$ cat config.mk
export PLATFORM = sky130hd
export DESIGN_NAME = imem_loader
export DESIGN_NICKNAME = d
export VERILOG_FILES = /design/src/rtl/imem_loader_pkg.sv /design/src/rtl/byte_packer.sv /design/src/rtl/imem_loader.sv
export SDC_FILE = /design/constraint.sdc
export NUM_CORES = 1
export LEC_CHECK = 0
export BUFFER_PORTS_ARGS = -buffer_cell sky130_fd_sc_hd__buf_2
export CAP_MARGIN = 20
export CELL_PAD_IN_SITES_DETAIL_PLACEMENT = 1
export CELL_PAD_IN_SITES_GLOBAL_PLACEMENT = 1
export CORE_MARGIN = 3
export CORE_UTILIZATION = 39
export CTS_CLUSTER_SIZE = 20
export DETAILED_ROUTE_END_ITERATION = 8
export PLACE_DENSITY = 0.82
export SLEW_MARGIN = 0
export SYNTH_ARGS = -nofsm -noshare
export SYNTH_HDL_FRONTEND = slang
export SYNTH_SLANG_ARGS = --single-unit
$ cat constraint.sdc
create_clock -name clk -period 2.2 [get_ports clk]
set_clock_uncertainty 0.2 [all_clocks]
set_input_delay 0.33 -clock clk [delete_from_list [all_inputs] [get_ports clk]]
set_output_delay 0.33 -clock clk [all_outputs]
set_load 0.05 [all_outputs]
$ cat src/rtl/imem_loader_pkg.sv
// Shared constants for the processor and its boot-time instruction memory loader.
// Holds memory geometry, the frame header byte and the loader state encoding.
package imem_loader_pkg;

  localparam int size    = 32;
  localparam int MemSize = 512;
  localparam logic [7:0] HEADER = 8'hA5;

  // Wide enough to hold a word count equal to MemSize itself.
  localparam int CntW = $clog2(MemSize) + 1;

  typedef enum logic [2:0] {
    IDLE   = 3'd0,
    CNT_HI = 3'd1,
    CNT_LO = 3'd2,
    DATA   = 3'd3,
    CSUM   = 3'd4,
    DONE   = 3'd5,
    ERR    = 3'd6
  } state_t;

endpackage

$ cat src/rtl/byte_packer.sv
// Shifts payload bytes MSB-first into a 32-bit word and flags the 4th byte.
// word_next is the complete word while word_done is high, so it can be registered directly.
module byte_packer
  import imem_loader_pkg::*;
(
  input  logic            clk,
  input  logic            reset,
  input  logic            clear,
  input  logic            shift_en,
  input  logic [7:0]      data_byte,
  output logic [size-1:0] word_next,
  output logic            word_done
);

  logic [size-9:0] upper_q;
  logic [1:0]      byte_idx_q;

  // NOTE: sequential state uses non-blocking assignments so every flop samples pre-edge values.
  always_ff @(posedge clk or negedge reset) begin
    if (!reset) begin
      upper_q    <= '0;
      byte_idx_q <= '0;
    end else if (clear) begin
      upper_q    <= '0;
      byte_idx_q <= '0;
    end else if (shift_en) begin
      upper_q    <= {upper_q[size-17:0], data_byte};
      byte_idx_q <= byte_idx_q + 2'd1;
    end
  end

  assign word_next = {upper_q, data_byte};
  assign word_done = shift_en && (byte_idx_q == 2'd3);

endmodule

$ cat src/rtl/imem_loader.sv
// Boot-time loader: parses a framed, checksummed byte stream and writes big-endian words
// to consecutive instruction memory addresses, holding the processor until the image is good.
module imem_loader
  import imem_loader_pkg::*;
(
  input  logic            clk,
  input  logic            reset,
  input  logic            in_valid,
  input  logic [7:0]      in_data,
  output logic            in_ready,
  output logic            wea,
  output logic [size-1:0] addra,
  output logic [size-1:0] dina,
  output logic            cpu_hold,
  output logic            done,
  output logic            error
);

  state_t            state_q, state_d;
  logic [7:0]        cnt_hi_q;
  logic [7:0]        csum_q;
  logic [CntW-1:0]   count_q;
  logic [CntW-1:0]   word_idx_q;
  logic [15:0]       n_words;
  logic              accept;
  logic              start;
  logic              last_word;
  logic [size-1:0]   word_next;
  logic              word_done;

  assign in_ready = (state_q != ERR);
  assign accept   = in_valid && in_ready;
  assign n_words  = {cnt_hi_q, in_data};
  assign start    = accept && (in_data == HEADER) && ((state_q == IDLE) || (state_q == DONE));

  byte_packer u_packer (
    .clk       (clk),
    .reset     (reset),
    .clear     (start),
    .shift_en  (accept && (state_q == DATA)),
    .data_byte (in_data),
    .word_next (word_next),
    .word_done (word_done)
  );

  assign last_word = word_done && (word_idx_q == count_q - CntW'(1));

  // NOTE: state_d gets a default before the case so no path leaves it unassigned (no latch).
  always_comb begin
    state_d = state_q;
    unique case (state_q)
      IDLE:   if (start) state_d = CNT_HI;
      CNT_HI: if (accept) state_d = CNT_LO;
      CNT_LO: if (accept) begin
        if (n_words > 16'(MemSize)) state_d = ERR;
        else if (n_words == 16'd0)  state_d = CSUM;
        else                        state_d = DATA;
      end
      DATA:   if (last_word) state_d = CSUM;
      CSUM:   if (accept) state_d = (in_data == csum_q) ? DONE : ERR;
      DONE:   if (start) state_d = CNT_HI;
      ERR:    state_d = ERR;
      default: state_d = IDLE;
    endcase
  end

  always_ff @(posedge clk or negedge reset) begin
    if (!reset) begin
      state_q    <= IDLE;
      cnt_hi_q   <= '0;
      csum_q     <= '0;
      count_q    <= '0;
      word_idx_q <= '0;
      wea        <= 1'b0;
      addra      <= '0;
      dina       <= '0;
      cpu_hold   <= 1'b1;
      done       <= 1'b0;
      error      <= 1'b0;
    end else begin
      state_q  <= state_d;
      wea      <= 1'b0;
      // Status flags follow the next state so they change on the deciding edge.
      done     <= (state_d == DONE);
      error    <= (state_d == ERR);
      cpu_hold <= (state_d != DONE);

      if (start) begin
        csum_q     <= '0;
        word_idx_q <= '0;
      end
      if (accept && (state_q == CNT_HI)) cnt_hi_q <= in_data;
      if (accept && (state_q == CNT_LO)) count_q  <= n_words[CntW-1:0];
      if (accept && (state_q == DATA))   csum_q   <= csum_q ^ in_data;

      if (word_done) begin
        wea        <= 1'b1;
        addra      <= size'(word_idx_q);
        dina       <= word_next;
        word_idx_q <= word_idx_q + CntW'(1);
      end
    end
  end

endmodule
Word level (Yosys, flattened, before mapping)
Index checks and enable logic that the tools add are counted.
- add/subtract/negate cells: 3
- multipliers: 0
- divide/modulo/power cells: 0
- order comparisons: 1
- equal/unequal tests: 14
- shift-type cells: 0
- muxes and demuxes: 18
- bitwise operators: 1
- reduce and logical (&&, ||, !) cells: 14
- operators by type and width (operator ; number):
    2-to-1 mux 24 bit ; 2
    2-to-1 mux 3 bit ; 7
    2-to-1 mux 10 bit ; 2
    case mux 3 bit (6 select lines) ; 1
    > comparator 16 x 10 -> 1 bit, second input constant ; 1
    zero test 16 bit ; 1
    2-to-1 mux 8 bit ; 2
    == test 3 bit, second input constant ; 5
    adder 10 x 1 -> 10 bit, second input constant ; 1
    == test 10 bit ; 1
    subtractor 10 x 1 -> 10 bit, second input constant ; 1
    == test 8 bit ; 1
    == test 8 bit, second input constant ; 1
    logical AND 1 bit ; 8
    bitwise XOR 8 bit ; 1
    == test 3 x 2 -> 1 bit, second input constant ; 2
    2-to-1 mux 2 bit ; 3
    inequality test 3 bit, second input constant ; 2
    nonzero test 2 bit ; 2
    == test 3 x 1 -> 1 bit, second input constant ; 1
    zero test 3 bit ; 1
    adder 2 x 1 -> 2 bit, second input constant ; 1
    == test 2 bit, second input constant ; 1
    OR reduction 2 bit ; 1
    2 further kinds ; 2
- bits in registers: 111
- bits in latches: 0
- memory bits (writable): 0
- memory bits (read-only): 0
- input port bits: 11
- logic and storage cells: 64
- memories kept: 0

Logic depth before layout (Yosys ltp)
- depth in word-level cells: 8
- mapped depth: 9

Cells and area by module
A second synthesis with hierarchy kept.
- cells, all modules: 455
- area, all modules: 5257.5 sq um
- by module, submodules not included (module ; times used ; cells an instance ; area an instance (sq um)):
    imem_loader ; 1 ; 361 ; 4103.9
    byte_packer ; 1 ; 94 ; 1153.6

Least setup slack after synthesis
OpenSTA, ideal clock, no wires.
- path type: flip-flop to flip-flop
- from: register state_q[0]
- to: register done
- arrival time: 1931 ps
- data required time: 1881 ps
- slack: -50 ps
- cell stages (with the launch flop): 8
- path buffers: 1
- path through: dfrtp_1 -> buf_2 -> nand3b_1 -> nand2_1 -> o31ai_1 -> a311oi_1 -> o211ai_2 -> and2_1
- cells in the longest elaborated chain, start to end: 8
- RTL lines (item ; line ; source):
    start, declared ; imem_loader.sv:19 ; state_t state_q, state_d;
    start signal, assigned ; imem_loader.sv:81 ; state_q <= state_d;
    inequality test 3 bit (*) ; imem_loader.sv:31 ; assign in_ready = (state_q != ERR);
    via in_ready ; imem_loader.sv:10 ; output logic in_ready,
    logical AND 1 bit (*) ; imem_loader.sv:32 ; assign accept = in_valid && in_ready;
    logical AND 1 bit ; imem_loader.sv:40 ; .shift_en (accept && (state_q == DATA)),
    logical AND 1 bit ; byte_packer.sv:33 ; assign word_done = shift_en && (byte_idx_q == 2'd3);
    logical AND 1 bit ; imem_loader.sv:46 ; assign last_word = word_done && (word_idx_q == count_q - CntW'(1));
    2-to-1 mux 3 bit ; imem_loader.sv:59 ; DATA: if (last_word) state_d = CSUM;
    case mux 3 bit (6 select lines) (*) ; imem_loader.sv:51 ; unique case (state_q)
    via state_d[0] ; imem_loader.sv:19 ;
    == test 3 bit (*) ; imem_loader.sv:84 ; done <= (state_d == DONE);
    end signal, assigned ; imem_loader.sv:84 ;
    end, declared ; imem_loader.sv:15 ; output logic done,
The timed path passes the listed nets; every way through them passes the cells marked *.
A chain may end at the register's enable or synchronous reset.

Worst setup path in the final report
- from: register count_q[1]
- to: register error
- cells in the longest elaborated chain, start to end: 6
- RTL lines (item ; line ; source):
    start, declared ; imem_loader.sv:22 ; logic [CntW-1:0] count_q;
    start signal, assigned ; imem_loader.sv:93 ; if (accept && (state_q == CNT_LO)) count_q <= n_words[CntW-1:0];
    subtractor 10 x 1 -> 10 bit ; imem_loader.sv:46 ;
    == test 10 bit ; imem_loader.sv:46 ;
    logical AND 1 bit ; imem_loader.sv:46 ;
    2-to-1 mux 3 bit ; imem_loader.sv:59 ;
    case mux 3 bit (6 select lines) ; imem_loader.sv:51 ;
    via state_d[2] ; imem_loader.sv:19 ;
    == test 3 bit ; imem_loader.sv:85 ; error <= (state_d == ERR);
    end signal, assigned ; imem_loader.sv:85 ;
    end, declared ; imem_loader.sv:16 ; output logic error
The timed path passes the listed nets, and every way through them passes these cells.

==> impl_metrics.tcl <==
set metrics [dict create \
    dr.pass1.iters 4 \
    synth_cell_types 48 \
    grt_overflow 0 \
    synth_most_common_cell "nand2_1" \
    setup_slack_ps -7.895 \
    worstPathMaxFanout 4 \
    synth.top_cells.by_count "nand2_1, dfrtp_1, o21ai_0" \
    clock_sinks 111 \
    cp.arrival_ps 2290 \
    clkSlewWorstSetupHoldPaths_ps 70 \
    drv_slew 0 \
    rsz0062_at_grt "yes" \
    drt_iter0_markers 267 \
    power_frac_comb_pct 38.2 \
    drc 0 \
    yosysTopAreaCell "dfrtp_1" \
    synth_flop_cell "dfrtp_1" \
    p_sw_share_pct 40.49 \
    synth_top_area_share_pct 53.83 \
    max_freq_mhz 452.9 \
    start_util_pct 40.19 \
    critPathKind "flip-flop to flip-flop" \
    die-width_um 120.5 \
    nFillCells 1512 \
    critPathRequiredTime_ps 2280 \
    fin_hold_ws_ps 127.5 \
    slew_headroom_pct 64.15 \
    grt_pass1_wl_um 21110 \
    port_buffers 57 \
    io_pins 80 \
    ant_nets 0 \
    core_area_um2 12720 \
    die-area_um2 14520 \
    vias 4042 \
    wl_per_cell_um 15.84 \
    num_rows 41 \
    synthTopCellsByArea "dfrtp_1, nand2_1, mux2_2" \
    drive_above_1_share_pct 24.45 \
    violations "setup timing" \
    grt_pass1_vias 4170 \
    avgSynthCellArea_um2 9.298 \
    via_per_inst 5.015 \
    cts_max_path_buffers 2 \
    multi_input_area_um2 2147 \
    die_h_um 120.5 \
    worstHoldPathType "primary input to flip-flop" \
    power_switching_uw 3141 \
    register_area_um2 2781 \
    post-route-period-util_pct 100.4 \
    ir_drop_v 0.0006398 \
    nNetsFinal 644 \
    wl_um 12760 \
    p_leak_uw 0.003043 \
    p_clk_share_pct 19.3 \
    cts_tree "done" \
    cts_root_buffer "clkbuf_16" \
    tns_ps -7.895 \
    insertion_delay_ps 340 \
    synth_cells 550 \
    place_congestion 0.8379 \
    critPathCaptureType "flip-flop" \
    htreeDepth 3 \
    powerDensity_nw_per_um2 1271 \
    antenna_found_initial 0 \
    synth_edf_count 0 \
    intPower_uw 4615 \
    timing.final.crit_period_ps 2208 \
    n_antenna_cell 0 \
    async_flop_share_pct 100.0 \
    status "complete, but fails checks" \
    pwr-share-seq_pct 42.5 \
    crit_path_start_kind "flip-flop" \
    track_usage_pct 18.09 \
    dp_hpwl_um 9007 \
    grt_start_max_net_pins 54 \
    area_growth_pct 19.35 \
    numCtsBuffers 9 \
    synth_area_um2 5114 \
    synth_seq_cells 111 \
    setup-violations-final 1 \
    worst_pin_slew_ps 537.7 \
    hold_viol_final 0 \
    yosys_warnings 0 \
    ys_seq_area_share_pct 54.34 \
    maxCapViolations 0 \
]
[sequential cells by signal (all words and copies together) (netlist names), 2 cells and up]
register and flops:
dina 32, u_packer.upper_q 24, addra 10, count_q 10, word_idx_q 10, cnt_hi_q 8
csum_q 8, state_q 3, u_packer.byte_idx_q 2
[through the flow]
step	instances	util, %	worst slack [ps]	instance area, µm²	total power, µW
CTS	805	47.84	-29.24	6086	7813
global placement	784	44.89	-247.7	5710	5954
floorplan	571	-	11.19	5199	5268
finish	806	47.97	-7.895	6103	7756
detailed placement	784	44.89	-272.2	5710	6099
global route	806	47.97	-133.8	6103	8240
[worst paths after layout]
check                      startpoint       end  slack, ps  depth (start not counted)
min in group asynchronous       reset  dina[25]        260                          2
min                        in_data[7]   dina[7]        130                          3
min reg2reg                  dina[19]  dina[19]        270                          2
max                        count_q[1]     error         -8                          8
max reg2reg                count_q[1]     error         -8                          8
max in group asynchronous       reset  cpu_hold        900                          3
[routing by layer]
metal  routed length, µm  part of all wire [%]  global-route usage (%)
met5                   0                     0                       0
met3                 398                   3.1                   3.181
met4                 113                  0.89                   4.108
met1                5879                    46                   24.42
met2                6371                    50                   30.63
[power by group through the flow]
stage | sequential [µW] | combinational [µW] | clock (µW)
after CTS | 3300 | 2980 | 1540
after floorplan | 4060 | 1210 | 0
after detailed placement | 3310 | 2790 | 0
after global placement | 3250 | 2700 | 0
after global routing | 3400 | 3220 | 1620
final | 3300 | 2960 | 1500
[worst max-delay path: stages (launching register included)]
cell and delay (ps):
dfrtp_1 410, buf_4 150, nor4_4 290, o21ai_1 110, o22a_1 190, nor4_2 290
buf_4 170, a211o_1 140, and4_1 180
[placed cells by master (no fill, tap or decap), types with 8 or more instances in the layout]
master and n:
conb_1 22, mux2_2 16, buf_2 56, xor2_1 8
buf_4 43, a21oi_1 27, nand2_1 197, dfrtp_1 108
nor2_1 13, o21ai_0 27, nand3_1 12, clkbuf_16 9
xnor2_1 18
[logic make-up (layout without fill, tap and decap cells)]
kind of cell	count (synthesis)	in the layout	synth area share, %
fa+ha+maj	3	3	0.7341
flops	111	111	54.34
buf+inv	61	124	6.435
compound gates	69	69	7.414
xor+xnor	29	29	5.236
simple gates	258	258	21.85
other cells	1	22	0.07333
mux	18	18	3.915
[layout make-up]
class | count | share of cell area [%]
Clock inverter | 4 | 0.5330
Sequential cell | 111 | 45.57
Clock buffer | 11 | 3.813
Tap cell | 172 | 3.526
Timing Repair Buffer | 104 | 11.07
Inverter | 5 | 0.3075
Multi-Input combinational cell | 399 | 35.18
[what timing repair did]
| action | in CTS | in global routing |
|---|---|---|
| hold buffers | 1 | 0 |
| gates resized for setup | 15 | 3 |
| endpoints found under the hold margin | 29 | 0 |
| setup endpoints to repair | 3 | 9 |
| setup buffers | 5 | 1 |
| pin swaps | 9 | 5 |
Note: power is estimated with default switching activity, not from simulation.
